===== src/rtl/adder_share_arbiter.sv =====
// adder_share_arbiter: round-robin sharing of one five_bit_adder.
// Optional CARRY_CHAIN_EN chains carry across beats of a transaction.

module five_bit_adder #(
  parameter int W = 5
) (
  input  logic [W-1:0] a,
  input  logic [W-1:0] b,
  input  logic         cin,
  output logic [W-1:0] sum,
  output logic         cout
);

  logic [W:0] total;

  // W+1-bit add keeps the carry-out alongside the wrapped sum
  always_comb begin
    total = {1'b0, a} + {1'b0, b} + {{W{1'b0}}, cin};
  end

  assign sum  = total[W-1:0];
  assign cout = total[W];

endmodule

module adder_share_arbiter #(
  parameter int W         = 5,
  parameter int MAX_BEATS = 8
) (
  input  logic         clk,
  input  logic         rst_n,
  input  logic         req0_valid,
  input  logic [W-1:0] req0_a,
  input  logic [W-1:0] req0_b,
  input  logic         req0_cin,
  input  logic         req0_last,
  output logic         req0_ready,
  input  logic         req1_valid,
  input  logic [W-1:0] req1_a,
  input  logic [W-1:0] req1_b,
  input  logic         req1_cin,
  input  logic         req1_last,
  output logic         req1_ready,
  output logic         res_valid,
  output logic [W-1:0] res_sum,
  output logic         res_cout,
  output logic         res_id,
  output logic         res_last,
  input  logic         res_ready,
  output logic         lock_err
);

  localparam int CW = $clog2(MAX_BEATS + 1);
  localparam logic [CW-1:0] CMAX = CW'(MAX_BEATS);
  localparam logic [CW-1:0] CONE = CW'(1);

  typedef enum logic {
    IDLE,
    LOCKED
  } state_t;

  state_t        state;
  logic          owner;
  logic          rr;
  logic [CW-1:0] cnt;
  logic [CW-1:0] cnt_nxt;

  logic          win;
  logic          sel;
  logic          g0;
  logic          g1;
  logic          slot_free;
  logic          acc;
  logic [W-1:0]  s_a;
  logic [W-1:0]  s_b;
  logic          s_cin;
  logic          s_last;
  logic          forced;
  logic          eff_last;
  logic          cin_eff;
  logic [W-1:0]  add_sum;
  logic          add_cout;

  // idle winner: lone requester, else the one not served last
  always_comb begin
    win = rr;
    unique case (1'b1)
      req0_valid & ~req1_valid: win = 1'b0;
      req1_valid & ~req0_valid: win = 1'b1;
      default:                  win = rr;
    endcase
  end

  assign sel = (state == LOCKED) ? owner : win;

  // grant: lock owner regardless of valid, else idle winner
  always_comb begin
    g0 = 1'b0;
    g1 = 1'b0;
    unique case (1'b1)
      state == LOCKED: begin
        g0 = ~owner;
        g1 = owner;
      end
      default: begin
        g0 = req0_valid & ~win;
        g1 = req1_valid & win;
      end
    endcase
  end

  assign slot_free  = ~res_valid | res_ready;
  assign req0_ready = g0 & slot_free & rst_n;
  assign req1_ready = g1 & slot_free & rst_n;

  assign acc = (req0_valid & req0_ready)
             | (req1_valid & req1_ready);

  // mux the selected requester's beat onto the adder
  always_comb begin
    s_a    = req0_a;
    s_b    = req0_b;
    s_cin  = req0_cin;
    s_last = req0_last;
    if (sel) begin
      s_a    = req1_a;
      s_b    = req1_b;
      s_cin  = req1_cin;
      s_last = req1_last;
    end
  end

  assign cnt_nxt  = (state == IDLE) ? CONE : cnt + CONE;
  assign forced   = ~s_last & (cnt_nxt == CMAX);
  assign eff_last = s_last | forced;

`ifdef CARRY_CHAIN_EN
  logic carry;

  assign cin_eff = (state == IDLE) ? s_cin : carry;

  // carry links beats of one transaction, cleared at its end
  always_ff @(posedge clk or negedge rst_n) begin
    if (!rst_n) begin
      carry <= 1'b0;
    end else if (acc) begin
      carry <= eff_last ? 1'b0 : add_cout;
    end
  end
`else
  assign cin_eff = s_cin;
`endif

  five_bit_adder #(
    .W(W)
  ) u_add (
    .a   (s_a),
    .b   (s_b),
    .cin (cin_eff),
    .sum (add_sum),
    .cout(add_cout)
  );

  // arbitration fsm: lock on non-last beat, release and flip rr on last
  always_ff @(posedge clk or negedge rst_n) begin
    if (!rst_n) begin
      state <= IDLE;
      owner <= 1'b0;
      rr    <= 1'b0;
      cnt   <= '0;
    end else if (acc) begin
      if (eff_last) begin
        state <= IDLE;
        rr    <= ~sel;
        cnt   <= '0;
      end else begin
        state <= LOCKED;
        owner <= sel;
        cnt   <= cnt_nxt;
      end
    end
  end

  // one-entry result slot, loads on accept, empties on drain
  always_ff @(posedge clk or negedge rst_n) begin
    if (!rst_n) begin
      res_valid <= 1'b0;
      res_sum   <= '0;
      res_cout  <= 1'b0;
      res_id    <= 1'b0;
      res_last  <= 1'b0;
      lock_err  <= 1'b0;
    end else begin
      lock_err <= acc & forced;
      if (acc) begin
        res_valid <= 1'b1;
        res_sum   <= add_sum;
        res_cout  <= add_cout;
        res_id    <= sel;
        res_last  <= eff_last;
      end else if (res_ready) begin
        res_valid <= 1'b0;
      end
    end
  end

endmodule


===== config.mk =====
export PLATFORM = sky130hd
export DESIGN_NAME = adder_share_arbiter
export DESIGN_NICKNAME = d
export VERILOG_FILES = /design/src/rtl/adder_share_arbiter.sv
export SDC_FILE = /design/constraint.sdc
export NUM_CORES = 1
export LEC_CHECK = 0
export ABC_AREA = 0
export BUFFER_PORTS_ARGS = -buffer_cell sky130_fd_sc_hd__buf_2
export CAP_MARGIN = 10
export CORE_MARGIN = 10
export CORE_UTILIZATION = 25
export DETAILED_ROUTE_END_ITERATION = 7
export PLACE_DENSITY = 0.49
export SLEW_MARGIN = 20
export SYNTH_ARGS = -nofsm -noshare
export SYNTH_HDL_FRONTEND = slang
export SYNTH_HIERARCHICAL = 1
export SYNTH_SLANG_ARGS = --single-unit
export TNS_END_PERCENT = 30

===== constraint.sdc =====
create_clock -name clk -period 3.1 [get_ports clk]
set_input_delay 0.62 -clock clk [delete_from_list [all_inputs] [get_ports clk]]
set_output_delay 0.62 -clock clk [all_outputs]
set_load 0.01 [all_outputs]

# ---- Yosys cells after proc, flatten, opt, wreduce, memory -nomap -nowiden
# Index checks and enable logic that the tools add are counted.
dict set report totals {
  out_inout_bits 12
  ff_bits 17
  in_bits 29
  wordCells 53
}
dict set report classes {
  muxes 13
  reduce_logical 3
  eq_ne 1
  addsub 3
  bitwise_logic 23
}
# op count
set ops {}
lappend ops {{$and 1x1->1} 12}
lappend ops {{$mux 5} 2}
lappend ops {{$mux 1} 8}
lappend ops {{$mux 4} 2}
lappend ops {{$not 1->1} 8}
lappend ops {{$add 5x5->6} 1}
lappend ops {{$add 6x1->6} 1}
lappend ops {{$add 4x1->4 const B} 1}
lappend ops {{$eq 4x4->1 const B} 1}
lappend ops {{$reduce_and 2->1} 2}
lappend ops {{$or 1x1->1} 3}
lappend ops {{$pmux 1 s2} 1}
lappend ops {{$reduce_bool 2->1} 1}

# ---- Longest topological paths before layout
# Gate-level depths: netlist (run 1).
dict set report depth {
  ltp_word 11
  ltp_mapped 15
}

# ---- Modules after synthesis
# The synthesis (run 1) kept the hierarchy.
# mod seq_area_each_um2 area_per_inst_um2 cells_each n_inst
set modules_own_cells {}
lappend modules_own_cells {adder_share_arbiter 425.4 996.0 102 1}
lappend modules_own_cells {five_bit_adder 0.0 198.9 24 1}

# ---- Least setup slack after synthesis (run 1)
# No wires, ideal clock.
dict set report synth_timing {
  path_kind {input-to-reg}
  from {input req0_valid}
  to {register res_sum[4]}
  setup_time_ns 0.065
  cell_stages 15
  arrival_ns 3.338
  t_required_ns 3.035
  slack_ns -0.303
  n_path_buf 1
  cell_sequence {inv_1 -> ha_1 -> mux2_4 -> o21ai_4 -> buf_2 -> mux2_2 -> inv_1 -> fa_1 -> inv_1 -> fa_1 -> a21o_1 -> a21oi_2 -> xnor2_1 -> nand2_1 -> nand2_1}
}
# item line_no
set synth_rtl {}
lappend synth_rtl {{start: declaration} 32} ;# input logic req0_valid,
lappend synth_rtl {{$not 1->1} 89} ;# req1_valid & ~req0_valid: win = 1'b1;
lappend synth_rtl {{$and 1x1->1} 89}
lappend synth_rtl {{$pmux 1 s2 *} 87} ;# unique case (1'b1)
lappend synth_rtl {{$mux 1 *} 94} ;# assign sel = (state == LOCKED) ? owner : win;
lappend synth_rtl {{$mux 5 *} 125} ;# if (sel) begin
lappend synth_rtl {{via s_a[0]} 74} ;# logic [W-1:0] s_a;
lappend synth_rtl {{$add 5x5->6 *} 18} ;# total = {1'b0, a} + {1'b0, b} + {{W{1'b0}}, cin};
lappend synth_rtl {{$add 6x1->6 *} 18}
lappend synth_rtl {{via add_sum[4]} 81} ;# logic [W-1:0] add_sum;
lappend synth_rtl {{end signal: assignment} 197} ;# res_sum <= add_sum;
lappend synth_rtl {{end: declaration} 45} ;# output logic [W-1:0] res_sum,
# Mark *: on every way through the listed nets, which the timed path passes. The rest lies on a longest branch.
# A chain may end at the register's enable or synchronous reset.

# ---- Final worst setup path (run 1)
dict set report layout_timing {
  from {input req0_valid}
  to {register res_sum[4]}
}
# item line_no
set layout_rtl {}
lappend layout_rtl {{$not 1->1} 89}
lappend layout_rtl {{$and 1x1->1} 89}
lappend layout_rtl {{$pmux 1 s2 *} 87}
lappend layout_rtl {{$mux 1 *} 94}
lappend layout_rtl {{$mux 1 *} 125}
lappend layout_rtl {{via cin_eff} 80} ;# logic cin_eff;
lappend layout_rtl {{$add 6x1->6 *} 18}
lappend layout_rtl {{via add_sum[4]} 81}
# Marked as above.

==> impl_metrics.py, run 1 <==
metrics = {
    "final_layout": {
        "antenna_cells": 0,
        "area.sequential_um2": 425,
        "syn_to_final_growth_pct": 33.7,
        "final_layout_size_suffix_gt1_share_pct": 46.3,
        "n_fill_cell": 492,
        "nNetsFinal": 213,
        "design_area_um2": 1600,
        "final_core_util_pct": 34.1,
        "finalNonFillerCells": 229,
        "multi_input_area_um2": 757,
    },
    "sta": {
        "hold-worst-slack_ps": 305,
        "hold_viol_final": 0,
        "relSlewSlack_pct": 69.8,
        "worst_pin_slew_ps": 450,
        "fmax_mhz": 340,
        "skew_ps": 1.34,
        "rsz0062_at_grt": "no",
        "period_share_pct": 95.0,
        "fin_crit_ps": 2940,
        "drv_slew": 0,
        "final-setup-viol-count": 0,
    },
    "flow_run": {
        "cap_violations": 0,
    },
    "setup_path": {
        "start_kind": "primary input",
        "worstPathRequired_ps": 3300,
        "r2r_start": "state",
        "critPathMaxFanout": 5,
        "cp-end-kind": "flip-flop",
        "crit_start": "req0_valid",
        "crit_type": "primary input to flip-flop",
        "crit_arrival_ps": 3140,
    },
    "yosys": {
        "ys_seq_area_share_pct": 35.6,
        "synth_area_um2": 1190,
        "syn_inst": 126,
        "ys_types": 35,
        "syn-num-nets": 163,
        "synth.avg_cell_area_um2": 9.48,
        "yosysWarnings": 6,
        "synth_seq_cells": 17,
    },
    "clocking": {
        "htree_num_levels": 1,
        "clock-sinks": 17,
        "cts_buffer_depth": 2,
        "cts_hold_buffers": 0,
        "cts_tree": "built",
        "numCtsBuffers": 3,
        "cts_root_buffer": "clkbuf_8",
        "clk_latency_ps": 250,
        "cts_setup_buffers": 0,
        "clk_pin_slew_ps": 70,
    },
    "route": {
        "drt_iter0_drc": 44,
        "dr.pass1.iters": 4,
        "drt_wl_total_um": 2870,
        "via_count": 1029,
        "ant_nets": 0,
        "drc": 0,
        "routedWlPerCell_um": 12.5,
        "via_per_inst": 4.49,
    },
    "run_status": {
        "status": "completed",
    },
    "floorplan": {
        "core-area_um2": 4690,
        "rows": 25,
        "die_y_um": 89.1,
        "floorplan.initialDensity_pct": 25.5,
        "io_pins": 41,
        "die_area_um2": 7950,
        "die_x_um": 89.1,
    },
    "grt": {
        "grt_pass1_vias": 1135,
        "antenna_found_initial": 0,
        "grt_max_degree": 22,
        "grt_usage_pct": 7.60,
        "grt-ovfl-total": 0,
        "grt_pass1_wl_um": 4950,
    },
    "placed_design": {
        "dp_cells": 225,
        "dp_hpwl_um": 2400,
        "placed_area_um2": 1550,
        "portBuffers": 40,
        "gp_congestion": 0.735,
    },
    "pwr": {
        "powerDensity_nw_per_um2": 922,
        "vdd_drop_max_uv": 359,
        "p_leak_nw": 0.817,
    },
    "worst_hold_path": {
        "worstHoldPathType": "primary input to asynchronous set/reset pin",
    },
}
## cell type report
cell class                      instances  share of cell area [%]
Multi-Input combinational cell         99                    47.4
Sequential cell                        17                    26.6
Timing Repair Buffer                   48                    16.4
Tap cell                               54                    4.23
Clock buffer                            3                    2.58
Inverter                                7                    2.43
Clock inverter                          1                   0.313
## through the flow
stage / TNS (ps) / total power (W) / setup WS, ps
after floorplan: -90.6 / 0.00107 / -90.6
after global placement: -320 / 0.00131 / -172
after detailed placement: -486 / 0.00132 / -227
after CTS: 0 / 0.00149 / 40.5
after global routing: 0 / 0.00163 / 18.3
final: 0 / 0.00147 / 155
## synthesized netlist by cell type
cell type   n  area share [%]
nand2b_1    3             1.6
o211ai_1    1            0.63
ha_1        6             6.3
xor2_1      1            0.73
a211oi_2    1             1.0
fa_1        2             3.4
or2_1       2             1.0
nor2b_1     3             1.6
inv_1       7             2.2
a21o_1      3             1.9
nor2_1      6             1.9
mux2_4      2             2.5
o21ai_0     3             1.3
and2_4      1            0.73
buf_2       3             1.3
a21oi_2     1            0.73
a22o_1      1            0.73
xnor2_1     2             1.5
nand3_1     3             1.3
nor4_1      1            0.52
mux2_2     12              11
o21ai_4     1             1.4
mux2i_1     2             1.7
o21ai_2     1            0.73
a32o_1      1            0.84
a31oi_1     1            0.52
nor3_1      2            0.84
dfrtp_1    17              36
or2_2       1            0.52
mux2_1      1            0.94
nand2_1    28             8.8
a21oi_1     3             1.3
mux2i_2     1             1.2
or3_1       1            0.52
nor3b_1     2             1.3
## registers in the layout, summed over array words and instances, names as in the netlist
name / flops
lock_err: 1
res_cout: 1
cnt: 4
owner: 1
state: 1
rr: 1
res_last: 1
res_valid: 1
res_sum: 5
res_id: 1
## worst max-delay path: stages
cell	delay (ps)
clkbuf_4	160
inv_12	30
ha_4	250
mux2_4	310
o21ai_4	230
mux2_4	330
inv_2	60
fa_2	210
inv_2	40
fa_2	350
a21o_1	170
a21oi_2	130
xnor2_1	120
nand2_1	60
nand2_1	60
## power breakdown
group	leakage [nW]	switching [W]	internal, W	total [W]
Combinational	0.579	0.000445	0.000467	0.000912
Clock	0.0255	0.0000777	0.0000892	0.000167
Sequential	0.212	0.0000771	0.000317	0.000394
## path summary, 6_finish.rpt
check / slack (ps) / cells past startpoint / end
max in group asynchronous: 2490 / 1 / cnt[0]
hold / removal: 300 / 1 / owner
setup reg to reg: 540 / 12 / res_sum[4]
setup / recovery: 160 / 15 / res_sum[4]
min in group clk: 480 / 2 / res_sum[0]
hold reg to reg: 480 / 2 / res_sum[0]
## cells in the final DEF (no fill, tap or decap), drive strengths merged
| master | synthesis | layout |
|---|---|---|
| o21ai | 5 | 5 |
| xnor2 | 2 | 2 |
| nor2 | 6 | 6 |
| nor3 | 2 | 2 |
| a21oi | 4 | 4 |
| a21o | 3 | 3 |
| ha | 6 | 6 |
| a211oi | 1 | 1 |
| a32o | 1 | 1 |
| nor3b | 2 | 2 |
| clkinv | 0 | 1 |
| mux2i | 3 | 3 |
| nand2 | 28 | 28 |
| fa | 2 | 2 |
| nor4 | 1 | 1 |
| or3 | 1 | 1 |
| xor2 | 1 | 1 |
| inv | 7 | 7 |
| nor2b | 3 | 3 |
| or2 | 3 | 3 |
| clkbuf | 0 | 4 |
| nand2b | 3 | 3 |
| o211ai | 1 | 1 |
| a31oi | 1 | 1 |
| a22o | 1 | 1 |
| buf | 3 | 47 |
| dfrtp | 17 | 17 |
| nand3 | 3 | 3 |
| mux2 | 15 | 15 |
| and2 | 1 | 1 |
## timing repair
action                     in CTS  in global routing
setup endpoints to repair       0                  1
hold endpoints to repair        0                  0
gates resized for setup         0                  3
## layer usage
layer,part of all wire [%],up-vias,GRT usage (%)
li1,-,525,-
met1,46,464,8.93
met2,43,36,12.2
met3,9.5,4,3.19
met4,1.2,0,2.46
met5,0,-,0
## logic make-up after synthesis
| group | after synthesis | synth area share [%] |
|---|---|---|
| and+or+nand+nor | 53 | 20.5 |
| adders and majority gates | 8 | 9.63 |
| DFF | 17 | 35.6 |
| xor gates and xnor gates | 3 | 2.20 |
| muxes | 18 | 17.6 |
| buffers and inverters | 10 | 3.46 |
| AOI/OAI and AO/OA | 17 | 11.0 |
No activity file was read; power rests on OpenSTA's default activity.
==> run 2: changes to the inputs <==
- PLACE_DENSITY: 0.49 -> default
- PLACE_DENSITY_LB_ADDON: default -> 0.25
==> run 2 against run 1 <==
  * Hold slack worse by 94 ps
  * Maximum frequency is 0.84% lower
  * Worst setup slack worse by 25 ps
  * Largest power group unchanged
  * Non-clock buffer count unchanged
  * First-iteration DRC count increased by 16%
  * Sequential share of layout area about the same
==> impl_metrics.py, run 2 (synthesis results as in run 1) <==
metrics = {
    "setup_path": {
        "worstReg2RegEnd": "res_sum[4]",
        "cp-end-kind": "flip-flop",
        "worstPathRequired_ps": 3300,
        "r2r_start": "state",
        "crit_type": "primary input to flip-flop",
        "critPathMaxFanout": 14,
        "crit_arrival_ps": 3170,
        "reg2reg_depth": 10,
        "rrSetupSlack_ps": 550,
        "start_kind": "primary input",
    },
    "pwr": {
        "powerDensity_nw_per_um2": 932,
        "p_leak_nw": 0.816,
        "vdd_drop_max_uv": 375,
        "finalPower_w": 0.00149,
    },
    "clocking": {
        "numCtsBuffers": 3,
        "cts_buffer_depth": 2,
        "htree_num_levels": 1,
        "cts_root_buffer": "clkbuf_8",
        "clk_pin_slew_ps": 70,
        "cts_hold_buffers": 0,
        "ctsResizeCount": 0,
        "cts_tree": "built",
        "clock-sinks": 17,
        "clk_latency_ps": 260,
        "cts_setup_buffers": 0,
    },
    "route": {
        "drc": 0,
        "via_count": 1032,
        "routedWlPerCell_um": 13.4,
        "drt_iter0_drc": 51,
        "via_per_inst": 4.51,
        "ant_nets": 0,
        "drt_wl_total_um": 3060,
        "dr.pass1.iters": 4,
    },
    "sta": {
        "hold_viol_final": 0,
        "relSlewSlack_pct": 71.1,
        "final.setup.worst_slack_ps": 130,
        "skew_ps": 1.35,
        "fmax_mhz": 337,
        "fin_crit_ps": 2970,
        "rsz0062_at_grt": "no",
        "drv_slew": 0,
        "worst_pin_slew_ps": 430,
        "period_share_pct": 95.8,
        "final-setup-viol-count": 0,
        "hold-worst-slack_ps": 210,
    },
    "final_layout": {
        "largest_reg_flops": 5,
        "layout_common_cells": "39 x buf_2, 28 x nand2_1, 17 x dfrtp_1",
        "nNetsFinal": 213,
        "design_area_um2": 1600,
        "largest-register": "res_sum",
        "syn_to_final_growth_pct": 33.6,
        "finalNonFillerCells": 229,
        "antenna_cells": 0,
        "final_common_cell": "buf_2",
        "final_layout_size_suffix_gt1_share_pct": 45.1,
        "reg.largest.list": "res_sum x5, cnt x4",
    },
    "grt": {
        "grt-ovfl-total": 0,
        "grt_max_degree": 16,
        "grt_usage_pct": 8.15,
        "grt_pass1_wl_um": 5040,
        "grt_pass1_vias": 1090,
        "antenna_found_initial": 0,
    },
    "placed_design": {
        "gp_congestion": 0.760,
        "dp_cells": 225,
        "pre_cts_slack_ps": -203,
        "portBuffers": 40,
        "dp_hpwl_um": 2500,
        "placed_area_um2": 1550,
    },
    "floorplan": {
        "die_y_um": 89.1,
        "io_pins": 41,
        "floorplan.initialDensity_pct": 25.5,
        "die_x_um": 89.1,
        "die_area_um2": 7950,
        "core-area_um2": 4690,
        "rows": 25,
    },
    "run_status": {
        "status": "completed",
    },
    "flow_run": {
        "cap_violations": 0,
    },
    "worst_hold_path": {
        "worstHoldPathType": "primary input to asynchronous set/reset pin",
    },
}
==> run 2: cell types whose count changed in the layout (fill, tap and decap cells not counted), sizes merged <==
cell and change:
clkbuf +1, clkinv -1
==> run 2: layout make-up <==
| cell class | instances | area (um2) |
|---|---|---|
| fill | 490 | 3100 |
| multi-input combinational | 99 | 757 |
| sequential | 17 | 425 |
| timing repair buffer | 48 | 263 |
| tap | 54 | 67.6 |
| clock buffer | 4 | 45.0 |
| inverter | 7 | 38.8 |
==> run 2: worst max-delay path, stage by stage <==
cell,delay (ps)
clkbuf_4,160
inv_12,30
ha_4,250
mux2_4,310
o21ai_4,200
buf_4,260
mux2_2,400
fa_2,400
a21o_1,170
a21oi_2,120
xnor2_1,120
nand2_1,60
nand2_1,60
==> run 2: metrics by stage <==
| step | setup TNS [ps] | util (%) |
|---|---|---|
| after floorplan | -90.6 | - |
| after global placement | -400 | 32.9 |
| after detailed placement | -600 | 32.9 |
| after CTS | 0 | 33.9 |
| after global routing | 0 | 34.0 |
| final | 0 | 34.0 |
==> run 2: where the power goes <==
group / switching (W) / leakage (nW) / internal, W
Sequential: 0.0000715 / 0.212 / 0.000317
Combinational: 0.000461 / 0.581 / 0.000462
Clock: 0.0000849 / 0.0228 / 0.0000916
==> run 2: worst max path at each step <==
stage	from	to	cells after the start
3_5_place_dp	req0_valid	res_sum[4]	15
2_1_floorplan	req0_valid	res_sum[4]	15
3_3_place_gp	req0_valid	res_sum[4]	15
5_1_grt	req0_valid	res_cout	13
4_1_cts	req0_valid	res_sum[4]	15
6_report	req0_valid	res_sum[4]	13
==> run 2: per-layer routing <==
layer	part of all wire, %	wire length [um]	vias to the layer above	GRT usage (%)
li1	-	-	525	-
met3	7.1	216	3	2.92
met5	0	0	-	0
met1	49	1500	464	10.4
met2	43	1310	40	12.2
met4	1.1	33	0	3.03
